### config.mk
export PLATFORM = sky130hd
export DESIGN_NAME = uart_tx
export DESIGN_NICKNAME = d
export VERILOG_FILES = /design/src/rtl/uart_tx.sv
export SDC_FILE = /design/constraint.sdc
export NUM_CORES = 1
export LEC_CHECK = 0
export BUFFER_PORTS_ARGS = -buffer_cell sky130_fd_sc_hd__buf_4
export CORE_MARGIN = 5
export CORE_UTILIZATION = 48
export DETAILED_ROUTE_END_ITERATION = 12
export HOLD_SLACK_MARGIN = 0.03
export PLACE_DENSITY = 0.7
export SETUP_SLACK_MARGIN = 0.4
export SLEW_MARGIN = 0
export SYNTH_ARGS = -nofsm -noshare
export SYNTH_HDL_FRONTEND = slang
export SYNTH_SLANG_ARGS = --single-unit
### constraint.sdc
create_clock -name clk -period 6.9 [get_ports clk]
set_clock_uncertainty 0.05 [all_clocks]
set_input_delay 1.035 -clock clk [delete_from_list [all_inputs] [get_ports clk]]
set_output_delay 1.035 -clock clk [all_outputs]
set_load 0.02 [all_outputs]
### src/rtl/uart_tx.sv
// UART transmitter: 1 start bit, 8 data bits LSB first, optional parity, 1 or 2 stop bits.
// Bit timing comes from an internal divider; ctr and stage are exported for debug.
module uart_tx #(
    parameter logic [10:0] baud_threshold = 11'd867,
    parameter int unsigned STOP_BITS      = 1,
    parameter int unsigned PARITY         = 0
) (
    input  logic        clk,
    input  logic        rst,
    input  logic [7:0]  tx_data,
    input  logic        tx_en,
    output logic        tx,
    output logic        tx_ready,
    output logic [10:0] ctr,
    output logic [4:0]  stage
);

    typedef enum logic [4:0] {
        S_IDLE   = 5'd0,
        S_START  = 5'd1,
        S_D0     = 5'd2,
        S_D1     = 5'd3,
        S_D2     = 5'd4,
        S_D3     = 5'd5,
        S_D4     = 5'd6,
        S_D5     = 5'd7,
        S_D6     = 5'd8,
        S_D7     = 5'd9,
        S_PARITY = 5'd10,
        S_STOP1  = 5'd11,
        S_STOP2  = 5'd12
    } state_e;

    state_e      state_q, state_d;
    logic [10:0] ctr_q, ctr_d;
    logic        tx_q, tx_d;
    logic        ready_q, ready_d;
    logic [7:0]  data_q, data_d;
    state_e      nxt;

    // Stage that follows s once its bit time expires (only meaningful for non-idle stages).
    function automatic state_e next_stage(input state_e s);
        case (s)
            S_D7:    next_stage = (PARITY != 0) ? S_PARITY : S_STOP1;
            S_PARITY: next_stage = S_STOP1;
            S_STOP1: next_stage = (STOP_BITS == 2) ? S_STOP2 : S_IDLE;
            S_STOP2: next_stage = S_IDLE;
            default: next_stage = state_e'(5'(s) + 5'd1);
        endcase
    endfunction

    // Line level driven while in stage s.
    function automatic logic line_bit(input state_e s, input logic [7:0] d);
        case (s)
            S_START:  line_bit = 1'b0;
            S_D0, S_D1, S_D2, S_D3, S_D4, S_D5, S_D6, S_D7:
                      line_bit = d[3'(5'(s) - 5'd2)];
            S_PARITY: line_bit = (PARITY == 1) ? ~^d : ^d;
            default:  line_bit = 1'b1;
        endcase
    endfunction

    always_ff @(posedge clk or negedge rst) begin
        if (!rst) begin
            state_q <= S_IDLE;
            ctr_q   <= '0;
            tx_q    <= 1'b1;
            ready_q <= 1'b1;
            data_q  <= '0;
        end else begin
            state_q <= state_d;
            ctr_q   <= ctr_d;
            tx_q    <= tx_d;
            ready_q <= ready_d;
            data_q  <= data_d;
        end
    end

    always_comb begin
        state_d = state_q;
        ctr_d   = ctr_q;
        tx_d    = tx_q;
        ready_d = ready_q;
        data_d  = data_q;
        nxt     = next_stage(state_q);
        case (state_q)
            S_IDLE: begin
                tx_d    = 1'b1;
                ready_d = 1'b1;
                ctr_d   = '0;
                if (tx_en) begin
                    data_d  = tx_data;
                    state_d = S_START;
                    tx_d    = 1'b0;
                    ready_d = 1'b0;
                end
            end
            S_START, S_D0, S_D1, S_D2, S_D3, S_D4, S_D5, S_D6, S_D7,
            S_PARITY, S_STOP1, S_STOP2: begin
                // Terminal count: move on and present the next bit on the same edge.
                if (ctr_q == baud_threshold) begin
                    ctr_d   = '0;
                    state_d = nxt;
                    tx_d    = line_bit(nxt, data_q);
                    ready_d = (nxt == S_IDLE);
                end else begin
                    ctr_d = ctr_q + 11'd1;
                end
            end
            default: begin
                state_d = S_IDLE;
                ctr_d   = '0;
                tx_d    = 1'b1;
                ready_d = 1'b1;
            end
        endcase
    end

    assign tx       = tx_q;
    assign tx_ready = ready_q;
    assign ctr      = ctr_q;
    assign stage    = 5'(state_q);

endmodule

# Word-level counts from Yosys, hierarchy flattened
# Index checks and enable logic that the tools add are counted.
[totals] ff_bits=26 wordCells=57 out_inout_bits=18 in_bits=11
[classes] order_cmp=1 n_reduce_logical=9 muxes=14 eq_ne=25 n_addsub=3
[op_table] operator="$eq 5x3->1 const B" n=8
[op_table] operator="$eq 5x4->1 const B" n=8
[op_table] operator="$mux 11" n=2
[op_table] operator="$eq 5x2->1 const B" n=4
[op_table] operator="$pmux 5 s2" n=2
[op_table] operator="$reduce_or 12->1" n=1
[op_table] operator="$add 11x1->11 const B" n=1
[op_table] operator="$eq 11x10->1 const B" n=1
[op_table] operator="$eq 5x1->1 const B" n=2
[op_table] operator="$logic_not 5->1" n=2
[op_table] operator="$mux 5" n=2
[op_table] operator="$reduce_or 8->1" n=1
[op_table] operator="$reduce_xor 8->1" n=1
[op_table] operator="$add 5x1->5 const B" n=1
[op_table] operator="$lt 3x4->1 const B" n=1
[op_table] operator="$mux 1" n=4
[op_table] operator="$ne 2x2->1 const B" n=2
[op_table] operator="$pmux 1 s2" n=2
[op_table] operator="$reduce_and 2->1" n=2
[op_table] operator="$reduce_or 2->1" n=2
[op_table] operator="$bmux 1 s3" n=1
[op_table] operator="$pmux 1 s3" n=1
[op_table] operator="$sub 3x2->3 const B" n=1

# Depth between registers and ports, before layout
[logic_depth] word_depth=9 mapped_depth=11 ltp_nobuf=8

# Worst setup path after synthesis
# OpenSTA, ideal clock, no wires.
[synth_path] path_type="reg2reg" startpoint="register state_q[0] (netlist: stage[0])" endpoint="register tx_q (netlist: tx)" arrival_ns=2.257 path_stages_with_launch=9 path_buffers=1 setup_time_ns=0.068 setup_slack_ns=4.524 synth_period_minus_slack_ns=2.376 t_required_ns=6.782 path_cell_list="dfrtp_1 buf_2 inv_1 ha_1 nor2_1 a221oi_1 or4_1 o2111a_1 a21oi_2"
[synth_between] elab_chain_len=9 elab_cells_between_ends=36 classes_between="add/sub: 2; eq/ne: 23; mux: 6; reduce/logical: 5"
[synth_rtl] element="from (decl)" line="34" source="state_e state_q, state_d;"
[synth_rtl] element="from (signal assigned)" line="71" source="state_q <= state_d;"
[synth_rtl] element="branches (longest 9 deep; another with $add 5x1->5)"
[synth_rtl] element="to (signal assigned)" line="73" source="tx_q <= tx_d;"
[synth_rtl] element="to (decl)" line="36" source="logic tx_q, tx_d;"
# Several ways; the timed one is not identified. The select of a mux whose other input is x is not followed.
# A chain may end at the register's enable or synchronous reset.

# Worst setup path in the final report
[layout_path] startpoint="register state_q[0] (netlist: stage[0])" endpoint="register state_q[2] (netlist: stage[2])"
[layout_between] elab_chain_len=5 elab_cells_between_ends=23 classes_between="add/sub: 1; eq/ne: 14; mux: 3; reduce/logical: 5"
[layout_rtl] element="branches (longest 5 deep; another with $add 5x1->5)"
# Several ways; the timed one is not identified. The select of a mux whose other input is x is not followed.

==> summary.txt <==
result of the run = finished clean
Pleak = 0.922 nW
via count = 1533
standard-cell row count = 23
CTS tree = done
fraction of the cycle the final worst path needs = 40.3%
minimum setup slack after placement = 4140 ps
compound-cell area share of the yosys netlist = 18.7%
register clock-pin slew on the reported worst setup and hold paths = 90 ps
Fin. Hold Viols = 0
count of port buffers added during placement = 28
pin count of the biggest net entering global routing = 27
combinational family with the most area after synthesis = simple AND/OR/NAND/NOR gates
synthesized area = 1920 sq um
arithmetic-cell share of the synthesized area counting full adders, half adders and majority gates = 3.26%
leading register cell type out of synthesis = sky130_fd_sc_hd__dfrtp_1
number of H-tree branching levels = 1
post-synthesis register bit count = 26
wire length per cell after detailed routing = 15.4 microns
Post-Synth Simple-Gate Area = 21.8%
most area-consuming cells after synthesis = sky130_fd_sc_hd__dfrtp_1 (31%), sky130_fd_sc_hd__xnor2_1 (6.8%), sky130_fd_sc_hd__mux2_2 (4.7%), sky130_fd_sc_hd__nor2_1 (4.3%), sky130_fd_sc_hd__ha_1 (3.3%)
Min-Delay Path Depth = 1
aggregate global-route resource usage = 17.1%
antenna diode instance count = 0
Ys Warns = 0
CTS Root Buffer Type = sky130_fd_sc_hd__clkbuf_8
number of primary I/O pins = 29
multiplexer area fraction after synthesis = 5.21%
XOR/XNOR Fraction of Synth Area = 10.4%
Core Area = 3940 sq um
proportion of netlist area held by the largest area contributor = 31.3%
power per unit of standard cell area = 296 nW/um^2
capturing point of the worst reg2reg path = stage[2]$_DFFE_PN0P_
share of the yosys chip area belonging to registers = 34.0%
Worst Hold Path EP = ctr[0]$_DFF_PN0_
average footprint of a synthesized cell = 9.76 sq um
Worst Setup Start Kind = register
Routed WL = 4.11 mm
via count of the first global-routing pass = 1463
fin nets = 234
transition time at the pin with the least slew margin = 745 ps
Data arrival, critical path = 2950 ps
worst skew pair latency = 280 ps
RSZ-0062 raised after global routing = false
maximum clock frequency = 359 MHz
total of endpoints with negative setup slack in the final report = 0
clock net sink count = 26
fraction of final layout cells with drive strength greater than 1 = 29.0%
Sum Neg Setup Slack = 0 ps
final hold slack = 497 ps
CP max FO = 19
critical path class = register to register
IR drop worst, VDD = 0.210 mV
initial antenna violation count = 0
per-cell via count in the routed design = 5.74
number of synthesized flops with an enable pin = 0
most area-hungry cell type in the Yosys netlist = sky130_fd_sc_hd__dfrtp_1
die area = 5370 sq um
hold_sp = ctr[0]$_DFF_PN0_
Final GP Congestion = 0.894
remaining global-route overflow = 0
total iterations of the first detailed-routing run = 4
synthesis-to-finish area growth = 11.7%
number of distinct standard cells referenced by the synthesized netlist = 66
Hold Crit Class = register to register
Mapped Cells = 197
Max Cap Violations = 0
post-route ant nets = 0
r2r setup slk = 4120 ps
cts repair resizes = 0
min Tclk post-route = 2780 ps
data required time at the worst endpoint = 7060 ps
post-CTS repair timing setup buffer count = 0
vertical die dimension = 73.3 microns
Worst Setup SP = stage[0]$_DFFE_PN0P_
DRC violation count after routing = 0
relative slew slack = 50.3%
initial cell density of the core = 48.7%
number of buffers added by the clock tree synthesis step = 3
Max Slew Vio Count = 0
Post-Synthesis Net Count = 213
violation count after the first detailed-routing iteration = 106
Horiz. Die Dim = 73.3 microns
buffer depth of the longest clock path = 2
worst setup slack after layout = 4120 ps
beginning of the worst register-to-register path = stage[0]$_DFFE_PN0P_
number of buffers inserted for hold repair after clock tree synthesis = 0
wire length of the first global-routing pass = 7.22 mm
fraction of registers with async set/reset = 100%
Reg2Reg Depth = 6
estimated wirelength of the detail-placed design = 3.00 mm
kind of capture point of the worst setup path = register
==> cell usage in the layout (no fill, tap or decap), types with 3 or more instances in the layout <==
cell type,Yosys,layout
sky130_fd_sc_hd__ha_1,5,5
sky130_fd_sc_hd__nor2_1,22,22
sky130_fd_sc_hd__mux2_2,8,8
sky130_fd_sc_hd__a211o_1,3,3
sky130_fd_sc_hd__o21ai_0,4,4
sky130_fd_sc_hd__buf_4,1,28
sky130_fd_sc_hd__a21oi_2,3,3
sky130_fd_sc_hd__dfrtp_1,24,24
sky130_fd_sc_hd__xor2_1,4,4
sky130_fd_sc_hd__nor4_1,3,3
sky130_fd_sc_hd__nand2b_1,3,3
sky130_fd_sc_hd__clkbuf_8,2,4
sky130_fd_sc_hd__a31oi_1,3,3
sky130_fd_sc_hd__nand3_1,5,5
sky130_fd_sc_hd__a21oi_1,6,6
sky130_fd_sc_hd__nand2_1,10,10
sky130_fd_sc_hd__and3_1,5,5
sky130_fd_sc_hd__xnor2_1,15,15
sky130_fd_sc_hd__inv_1,4,4
==> where the power goes <==
group / switching [mW] / internal, mW / total [mW]
clock: 0.0490 / 0.0511 / 0.100
sequential: 0.0460 / 0.189 / 0.235
combinational: 0.149 / 0.152 / 0.301
==> cell usage after synthesis (all sizes together), types with 2 or more instances <==
master / count
a211o: 3
a211oi: 4
a21oi: 9
a221oi: 2
a31oi: 3
and3: 5
and3b: 2
buf: 9
clkbuf: 3
dfrtp: 24
dfstp: 2
ha: 5
inv: 4
mux2: 8
nand2: 13
nand2b: 4
nand3: 5
nor2: 23
nor3: 4
nor4: 4
nor4b: 2
o2111ai: 2
o21ai: 6
o22ai: 2
or2: 3
or3: 2
xnor2: 17
xor2: 4
==> flip-flops by register name, indices dropped and copies added (netlist names) <==
| signal | cells |
|---|---|
| ctr | 11 |
| data_q | 8 |
| stage | 5 |
| tx | 1 |
| tx_ready | 1 |
==> worst max-delay path, stage by stage (launching register included) <==
cell,delay [ps]
sky130_fd_sc_hd__dfrtp_1,750
sky130_fd_sc_hd__ha_1,630
sky130_fd_sc_hd__nor3_2,130
sky130_fd_sc_hd__a221oi_2,530
sky130_fd_sc_hd__nand2_2,300
sky130_fd_sc_hd__o41ai_1,150
sky130_fd_sc_hd__a32o_1,180
==> worst max path at each step <==
stage | end | depth (start not counted) | slack, ps
3_5_place_dp | tx$_DFFE_PN1P_ | 8 | 4140
3_3_place_gp | tx$_DFFE_PN1P_ | 8 | 4200
4_1_cts | stage[2]$_DFFE_PN0P_ | 6 | 4130
6_report | stage[2]$_DFFE_PN0P_ | 6 | 4120
5_1_grt | stage[2]$_DFFE_PN0P_ | 6 | 3820
2_1_floorplan | tx$_DFFE_PN1P_ | 8 | 4520
==> layer usage <==
metal | wire length, microns | vias to the layer above | track usage [%]
li1 | - | 749 | -
met2 | 1880 | 41 | 26.3
met3 | 246 | 5 | 2.19
met1 | 1940 | 738 | 25.0
met5 | 0 | - | 0
met4 | 51 | 0 | 4.92
==> cell families after synthesis <==
family,Yosys count
flops,26
xor+xnor,21
simple gates,72
mux,9
fa+ha+maj,5
compound gates,46
other cells,1
buf+inv,17
==> per-stage QoR <==
step | util [%] | cell area (sq um) | power [mW] | instances
after floorplan | - | 1920 | 0.479 | 197
after global placement | 53.0 | 2090 | 0.539 | 263
after detailed placement | 53.0 | 2090 | 0.540 | 263
after CTS | 54.4 | 2150 | 0.642 | 267
after global routing | 54.4 | 2150 | 0.683 | 267
final | 54.4 | 2150 | 0.636 | 267
==> area by class of cell <==
class	count	area, sq um
timing repair buffer	28	210
inverter	5	20.0
multi-input combinational	154	1140
clock buffer	4	55.1
fill	358	1800
tap	50	62.6
sequential	26	653
Power figures use the tool's default switching activity.
